File: config.mk
export PLATFORM = sky130hd
export DESIGN_NAME = cpu_run_ctrl
export DESIGN_NICKNAME = d
export VERILOG_FILES = /design/src/rtl/cpu_run_pkg.sv /design/src/rtl/rst_sync.sv /design/src/rtl/cpu_run_ctrl.sv
export SDC_FILE = /design/constraint.sdc
export NUM_CORES = 1
export LEC_CHECK = 0
export CORE_AREA = 2 2 111 113
export DETAILED_ROUTE_END_ITERATION = 12
export DIE_AREA = 0 0 113 115
export GPL_TIMING_DRIVEN = 1
export REMOVE_ABC_BUFFERS = 1
export SETUP_SLACK_MARGIN = 0.5
export SYNTH_ARGS = -nofsm -noshare
export SYNTH_HDL_FRONTEND = slang
export SYNTH_SLANG_ARGS = --single-unit
File: constraint.sdc
create_clock -name clk -period 2.55 [get_ports clk]
set_input_delay 0.255 -clock clk [delete_from_list [all_inputs] [get_ports clk]]
set_output_delay 0.255 -clock clk [all_outputs]
set_load 0.05 [all_outputs]
File: src/rtl/cpu_run_pkg.sv
// cpu_run_pkg: state encoding and done-reason codes shared by the run controller
package cpu_run_pkg;
    typedef enum logic [1:0] {
        HOLD = 2'd0,
        RUN  = 2'd1,
        DONE = 2'd2
    } state_t;
    localparam logic [1:0] REASON_NONE    = 2'b00;
    localparam logic [1:0] REASON_HALT    = 2'b01;
    localparam logic [1:0] REASON_TIMEOUT = 2'b10;
endpackage

File: src/rtl/rst_sync.sv
// rst_sync: 2-flop reset synchronizer, asynchronous clear, synchronous release
//   clk    - clock
//   reset  - asynchronous active-low reset
//   rst_ok - high two edges after reset is released
module rst_sync (
    input  logic clk,
    input  logic reset,
    output logic rst_ok
);
    logic [1:0] r_sync;
    always_ff @(posedge clk or negedge reset)
        if (!reset) r_sync <= 2'b00;
        else        r_sync <= {r_sync[0], 1'b1};
    assign rst_ok = r_sync[1];
endmodule

File: src/rtl/cpu_run_ctrl.sv
// cpu_run_ctrl: holds the core in reset after board reset, then supervises the run until halt or timeout
//   clk         - clock shared with the core
//   reset       - asynchronous active-low board reset
//   pc          - core fetch-stage PC
//   soft_req    - re-run request (level, four-phase), soft_ack its acknowledge
//   cpu_reset   - synchronous active-high reset to the core
//   running     - high in RUN, done high in DONE, done_reason why DONE was entered
//   cycle_count - saturating count of RUN cycles since the last (soft) reset
module cpu_run_ctrl
    import cpu_run_pkg::*;
#(
    parameter int RST_CYCLES  = 4,
    parameter int HALT_CYCLES = 8,
    parameter int TIMEOUT     = 5000,
    parameter int CNT_W       = 32
) (
    input  logic             clk,
    input  logic             reset,
    input  logic [31:0]      pc,
    input  logic             soft_req,
    output logic             soft_ack,
    output logic             cpu_reset,
    output logic             running,
    output logic             done,
    output logic [1:0]       done_reason,
    output logic [CNT_W-1:0] cycle_count
);
    localparam int HW = $clog2(RST_CYCLES + 1);
    localparam int SW = $clog2(HALT_CYCLES + 1);

    state_t           r_state, w_state_n;
    logic [HW-1:0]    r_hold, w_hold_n;
    logic [SW-1:0]    r_stable, w_stable_n;
    logic [31:0]      r_pc_q, w_pc_q_n;
    logic [CNT_W-1:0] r_cycle, w_cycle_n;
    logic [1:0]       r_reason, w_reason_n;
    logic             r_ack, w_ack_n;
    logic             r_first, w_first_n;
    logic             w_rst_ok, w_same, w_halt, w_tmo, w_accept;

    rst_sync u_sync (.clk(clk), .reset(reset), .rst_ok(w_rst_ok));

    // The first RUN cycle only primes pc_q, so a stale pc_q can never count as a repeat.
    assign w_same   = pc == r_pc_q;
    assign w_halt   = !r_first && w_same && (r_stable == SW'(HALT_CYCLES - 1));
    assign w_tmo    = 32'(r_cycle) == 32'(TIMEOUT - 1);
    assign w_accept = soft_req && !r_ack && (r_state != HOLD);

    always_comb begin
        w_state_n  = r_state;
        w_hold_n   = r_hold;
        w_stable_n = r_stable;
        w_pc_q_n   = r_pc_q;
        w_cycle_n  = r_cycle;
        w_reason_n = r_reason;
        w_first_n  = r_first;
        w_ack_n    = r_ack && soft_req;
        if (w_accept) begin
            // Synchronizer stays released, so the re-run hold is exactly RST_CYCLES.
            w_state_n  = HOLD;
            w_hold_n   = '0;
            w_stable_n = '0;
            w_cycle_n  = '0;
            w_reason_n = REASON_NONE;
            w_ack_n    = 1'b1;
        end else if (r_state == HOLD) begin
            if (w_rst_ok) begin
                w_hold_n  = (r_hold == HW'(RST_CYCLES - 1)) ? '0 : r_hold + 1'b1;
                w_state_n = (r_hold == HW'(RST_CYCLES - 1)) ? RUN : HOLD;
                w_first_n = 1'b1;
            end
        end else if (r_state == RUN) begin
            w_first_n  = 1'b0;
            w_pc_q_n   = pc;
            w_cycle_n  = &r_cycle ? r_cycle : r_cycle + 1'b1;
            w_stable_n = (!r_first && w_same) ? r_stable + 1'b1 : '0;
            w_state_n  = (w_halt || w_tmo) ? DONE : RUN;
            w_reason_n = w_halt ? REASON_HALT : w_tmo ? REASON_TIMEOUT : r_reason;
        end
    end

    always_ff @(posedge clk or negedge reset) begin
        if (!reset) begin
            r_state  <= HOLD;
            r_hold   <= '0;
            r_stable <= '0;
            r_pc_q   <= '0;
            r_cycle  <= '0;
            r_reason <= REASON_NONE;
            r_ack    <= 1'b0;
            r_first  <= 1'b0;
        end else begin
            r_state  <= w_state_n;
            r_hold   <= w_hold_n;
            r_stable <= w_stable_n;
            r_pc_q   <= w_pc_q_n;
            r_cycle  <= w_cycle_n;
            r_reason <= w_reason_n;
            r_ack    <= w_ack_n;
            r_first  <= w_first_n;
        end
    end

    assign soft_ack    = r_ack;
    assign cpu_reset   = r_state == HOLD;
    assign running     = r_state == RUN;
    assign done        = r_state == DONE;
    assign done_reason = r_reason;
    assign cycle_count = r_cycle;
endmodule

; ---- After elaboration in Yosys (flattened, before gate mapping)
; Cells that the tools add are included.
[word_totals]
reg_bits = 79
elab_cells = 75
output_inout_bits = 38
in_bits = 35
[op_classes]
n_eq_ne = 10
bitwise_logic = 2
mux = 27
reduce_logical = 24
add_sub_neg = 3
[ops]
columns = op, count
row1 = 2-to-1 mux 32 bit, 4
row2 = adder 32 x 1 -> 32 bit (second input constant), 1
row3 = equality test 32 x 13 -> 1 bit (second input constant), 1
row4 = equality test 32 bit, 1
row5 = AND reduction 32 bit, 1
row6 = 2-to-1 mux 2 bit, 10
row7 = 2-to-1 mux 4 bit, 4
row8 = 2-to-1 mux 3 bit, 4
row9 = AND reduction 3 bit, 4
row10 = nonzero test 2 bit, 5
row11 = AND reduction 2 bit, 3
row12 = nonzero test 3 bit, 2
row13 = logical AND 1 bit, 5
row14 = 2-to-1 mux 1 bit, 5
row15 = adder 4 x 1 -> 4 bit (second input constant), 1
row16 = equality test 4 x 3 -> 1 bit (second input constant), 1
row17 = inequality test 2 x 1 -> 1 bit (second input constant), 2
row18 = adder 3 x 1 -> 3 bit (second input constant), 1
row19 = equality test 3 x 2 -> 1 bit (second input constant), 1
row20 = inequality test 3 x 1 -> 1 bit (second input constant), 1
row21 = equality test 2 x 1 -> 1 bit (second input constant), 1
row22 = equality test 2 bit (second input constant), 1
row23 = zero test 1 bit, 2
row24 = zero test 2 bit, 1
row25 = other kinds (3), 4

; ---- Longest topological paths before layout
[depth]
word_depth = 8
depth_mapped = 8
ltp_nobuf = 7

; ---- Modules after synthesis
; A second synthesis with hierarchy kept.
[hier_totals]
cells_unflattened = 452
area_unflattened_um2 = 4122.7
[modules_own_cells]
columns = module, cells_each, n_inst, area_per_inst_um2, seq_area_each_um2
row1 = cpu_run_ctrl, 449, 1, 4068.9, 1926.8
row2 = rst_sync, 3, 1, 53.8, 50.0

; ---- Worst setup path after synthesis
; No wires, ideal clock.
[synth_path]
kind = register to register
startpoint = reg r_cycle[1] (netlist: cycle_count[1])
endpoint = reg r_cycle[25] (netlist: cycle_count[25])
synth_period_minus_slack_ns = 2.255
n_path_buf = 0
path_stages_with_launch = 8
setup_ns = 0.132
t_arrival_ns = 2.123
setup_slack_ns = 0.295
required_ns = 2.418
cell_sequence = dfrtp_1 ha_1 nand3_1 or4_1 nor4_2 nor3_1 xnor2_1 nor2_1
[synth_between]
elab_chain_cells = 5
elab_cells_between_ends = 8
classes_between = add/sub (1) / eq/ne (1) / mux (4) / reduce/logical (2)
[synth_lines]
columns = item, line_no
row1 = start: declaration, cpu_run_ctrl.sv:35  ; logic [CNT_W-1:0] r_cycle, w_cycle_n;
row2 = start signal: assignment, cpu_run_ctrl.sv:97  ; r_cycle <= w_cycle_n;
row3 = adder 32 x 1 -> 32 bit, cpu_run_ctrl.sv:75  ; w_cycle_n = &r_cycle ? r_cycle : r_cycle + 1'b1;
row4 = 2-to-1 mux 32 bit, cpu_run_ctrl.sv:75
row5 = 2-to-1 mux 32 bit, cpu_run_ctrl.sv:72  ; end else if (r_state == RUN) begin
row6 = 2-to-1 mux 32 bit, cpu_run_ctrl.sv:66  ; end else if (r_state == HOLD) begin
row7 = 2-to-1 mux 32 bit, cpu_run_ctrl.sv:58  ; if (w_accept) begin
; Parallel ways exist; a longest one is shown, timed or not. The select of a mux whose other input is x is not followed.
; A chain may end at the register's enable or synchronous reset.

; ---- Final worst setup path
[layout_path]
startpoint = reg r_cycle[5] (netlist: cycle_count[5])
endpoint = reg r_cycle[21] (netlist: cycle_count[21])
; The elaborated chain is that of the path after synthesis.

==> results.md <==
- Area grow syn2layout: 34.2%
- Worst skew pair latency: between 0.3 and 0.4 ns
- Remaining global-route overflow: 0
- Worst setup margin: between 0.6 and 0.7 ns
- Total power: about 4.6 mW
- Outcome: finished with violations
- Boundary Pins: 73
- Max Slew Vio Count: 0
- Dpl ws: ~0.28 ns
- Most frequent cells after synthesis: dfrtp_1 (79), xnor2_1 (41), nor2_1 (34)
- Final HPWL DP: 6480 µm
- Clock slew at reported path FFs: approximately 0.060 ns
- Number of synthesized flops with an enable pin: 0
- Routability cong.: slightly below 0.8
- Worst Setup SP: cycle_count[5]
- Required time worst endpoint: 2.76 ns
- Maximum clock frequency: between 500 and 600 MHz
- Tcrit/Tclk final: 0.757
- Initial antenna violation count: 0
- Die ar.: ~0.013 mm²
- CTS tree: done
- Initial Util: 0.340
- Total core area: 0.0118 mm²
- Max-slew headroom: 0.644
- Worst Setup Start Kind: flop
- Post-synthesis cell area: between 0.004 and 0.005 mm²
- Vias per cell: ~5.0
- Port bufs: just over 70
- CTS sink cnt: 79
- Post-route DRC: 6
- RSZ-0062 raised after global routing: false
- Total global-route track usage: 0.146
- Power Density: about 850 mW/mm²
- Die Y: between 100 and 150 µm
- Worst Clk Skew: ~0.0073 ns
- WL/cell: between 15 and 20 µm
- Routed vias: between 3000 and 4000
- Vias in the first global route: about 3000
- Max H-tree Level: 3
- Final setup fails: 0
- Mapped Cells: between 300 and 400
- Post-DRT Antenna Nets: 0
- Failing checks: DRC
- Max Cap Viol: 0
- Post-route cell area: 0.00540 mm²
- Die Wd: ~110 µm
- Cell Rows: 40
- Min Clock Period, post-route: just under 2 ns
- TritonCTS Buffers: 9
- Synth unique cells: slightly below 50
- Biggest area consumer among synthesized cells: dfrtp_1
- Crit path max fanout: 12
- Largest net degree at the start of global routing: 80
- Max VDD drop: ~0.46 mV
- Avg Cell Area, Syn: about 11 µm²
- First-pass GRT wire length: 15200 µm
- Top-area cell type share of the netlist area: 0.492
- Post-synth ARST share: 1.00
- Root Driver: clkbuf_16
- Worst hold path class: flop to flop
- Worst hold start: u_sync.r_sync[0]
- Syn. warnings: 0
- Pleak: between 2 and 2.5 nW
- Final net count: about 500
- Launch point of the worst reg-to-reg path: cycle_count[5]
- # diodes: 0
- DP Area: 0.00496 mm²
- Synth Register Bits: just under 80
- DR iter-0 viols: ~120
- Area contributors post-synth: dfrtp_1 (49%), mux2_2 (9.0%), xnor2_1 (8.9%)
- Post-synthesis sequential area ratio: 0.492
- Max clock buf depth: 2
- Most numerous cell in the Yosys netlist: dfrtp_1
- Layout cell share with drive strength beyond 1: 0.199
- CP endpoint kind: flop
- DRT Wirelength: between 9000 and 10000 µm
- Worst-margin pin slew: 0.535 ns
- Final hold vios: 0
- Main flop type after synthesis: dfrtp_1
- Critical setup path kind: flop to flop
- Arrival time at the worst endpoint: ~2.1 ns
- Initial DRT Pass Iterations: 8
-- power by group --
part | leakage, nW | switching, mW | internal [mW]
clock | 0.154 | 0.496 | 0.860
combinational | 0.999 | 0.676 | 0.721
sequential | 1.01 | 0.245 | 1.58
-- cell families after synthesis --
kind of cell,count (synthesis),share of synthesized area
fa+ha+maj,3,0.00934
other cells,1,0.000933
simple gates,140,0.192
mux,32,0.0896
xor+xnor,58,0.126
compound gates,40,0.0681
flops,79,0.492
buf+inv,21,0.0224
-- path summary, 6_finish.rpt --
path / end / slack (ns) / depth (start not counted)
min in group asynchronous: cycle_count[15] / 0.49 / 3
max in group asynchronous: cycle_count[25] / 1.72 / 3
worst min-delay path: u_sync.r_sync[1] / 0.35 / 0
worst max-delay path: cycle_count[21] / 0.62 / 8
worst max register to register: cycle_count[21] / 0.62 / 8
worst min register to register: u_sync.r_sync[1] / 0.35 / 0
-- flip-flops by register name, indices dropped and copies added, names as in the netlist --
signal,cells
r_hold,3
done_reason,2
u_sync.r_sync,2
soft_ack,1
r_stable,4
r_state,2
cycle_count,32
r_pc_q,32
r_first,1
-- repair_timing --
item	in CTS	in global routing
pin swaps	1	2
endpoints found under the hold margin	79	0
resized for setup	9	21
hold buffers	1	0
endpoints found under the setup margin	27	26
buffers inserted	3	0
-- cells in the final DEF, fill, tap and decap left out, drive strengths merged, types with 10 or more instances in the layout --
cell           Yosys  final
o21ai             13     13
clkbuf             4     14
xor2              17     17
nand4             25     25
mux2              32     32
nor4              13     13
nand2             23     23
dfrtp             79     79
nor2              35     35
a21oi             11     11
inv               10     10
xnor2             41     41
buf                7     12
nand3             13     13
clkdlybuf4s50      0     68
-- final cells by class --
| type | instances | area [µm²] |
|---|---|---|
| fill | 1112 | 6410 |
| clock buffer | 13 | 280 |
| inverter | 10 | 37.5 |
| timing repair buffer | 84 | 832 |
| tap | 147 | 184 |
| sequential | 79 | 1990 |
| multi-input combinational | 274 | 2040 |
| clock inverter | 2 | 37.5 |
-- per-layer routing --
layer / track usage / share of wire / up-vias
li1: - / - / 1498
met1: 0.192 / 0.46 / 1477
met2: 0.230 / 0.46 / 82
met3: 0.0501 / 0.068 / 13
met4: 0.0455 / 0.014 / 0
met5: 0 / 0 / -
-- critical path, cell delays in order, from the launching register on --
cell     delay (ns)
dfrtp_2        0.43
nand4_1        0.22
nor4_4         0.35
buf_6          0.17
a31oi_4        0.09
buf_4          0.21
nand4_1        0.12
xor2_1         0.17
nor2_1         0.05
-- per-stage QoR --
step	hold slack, ns	setup TNS (ns)	utilization	cells
final	0.346	0	0.457	609
after CTS	0.349	0	0.452	609
after detailed placement	0.319	0	0.420	590
after floorplan	-0.0406	-0.0785	-	363
after global routing	0.355	0	0.457	609
after global placement	0.315	0	0.420	590
No activity file was read; power rests on OpenSTA's default activity.
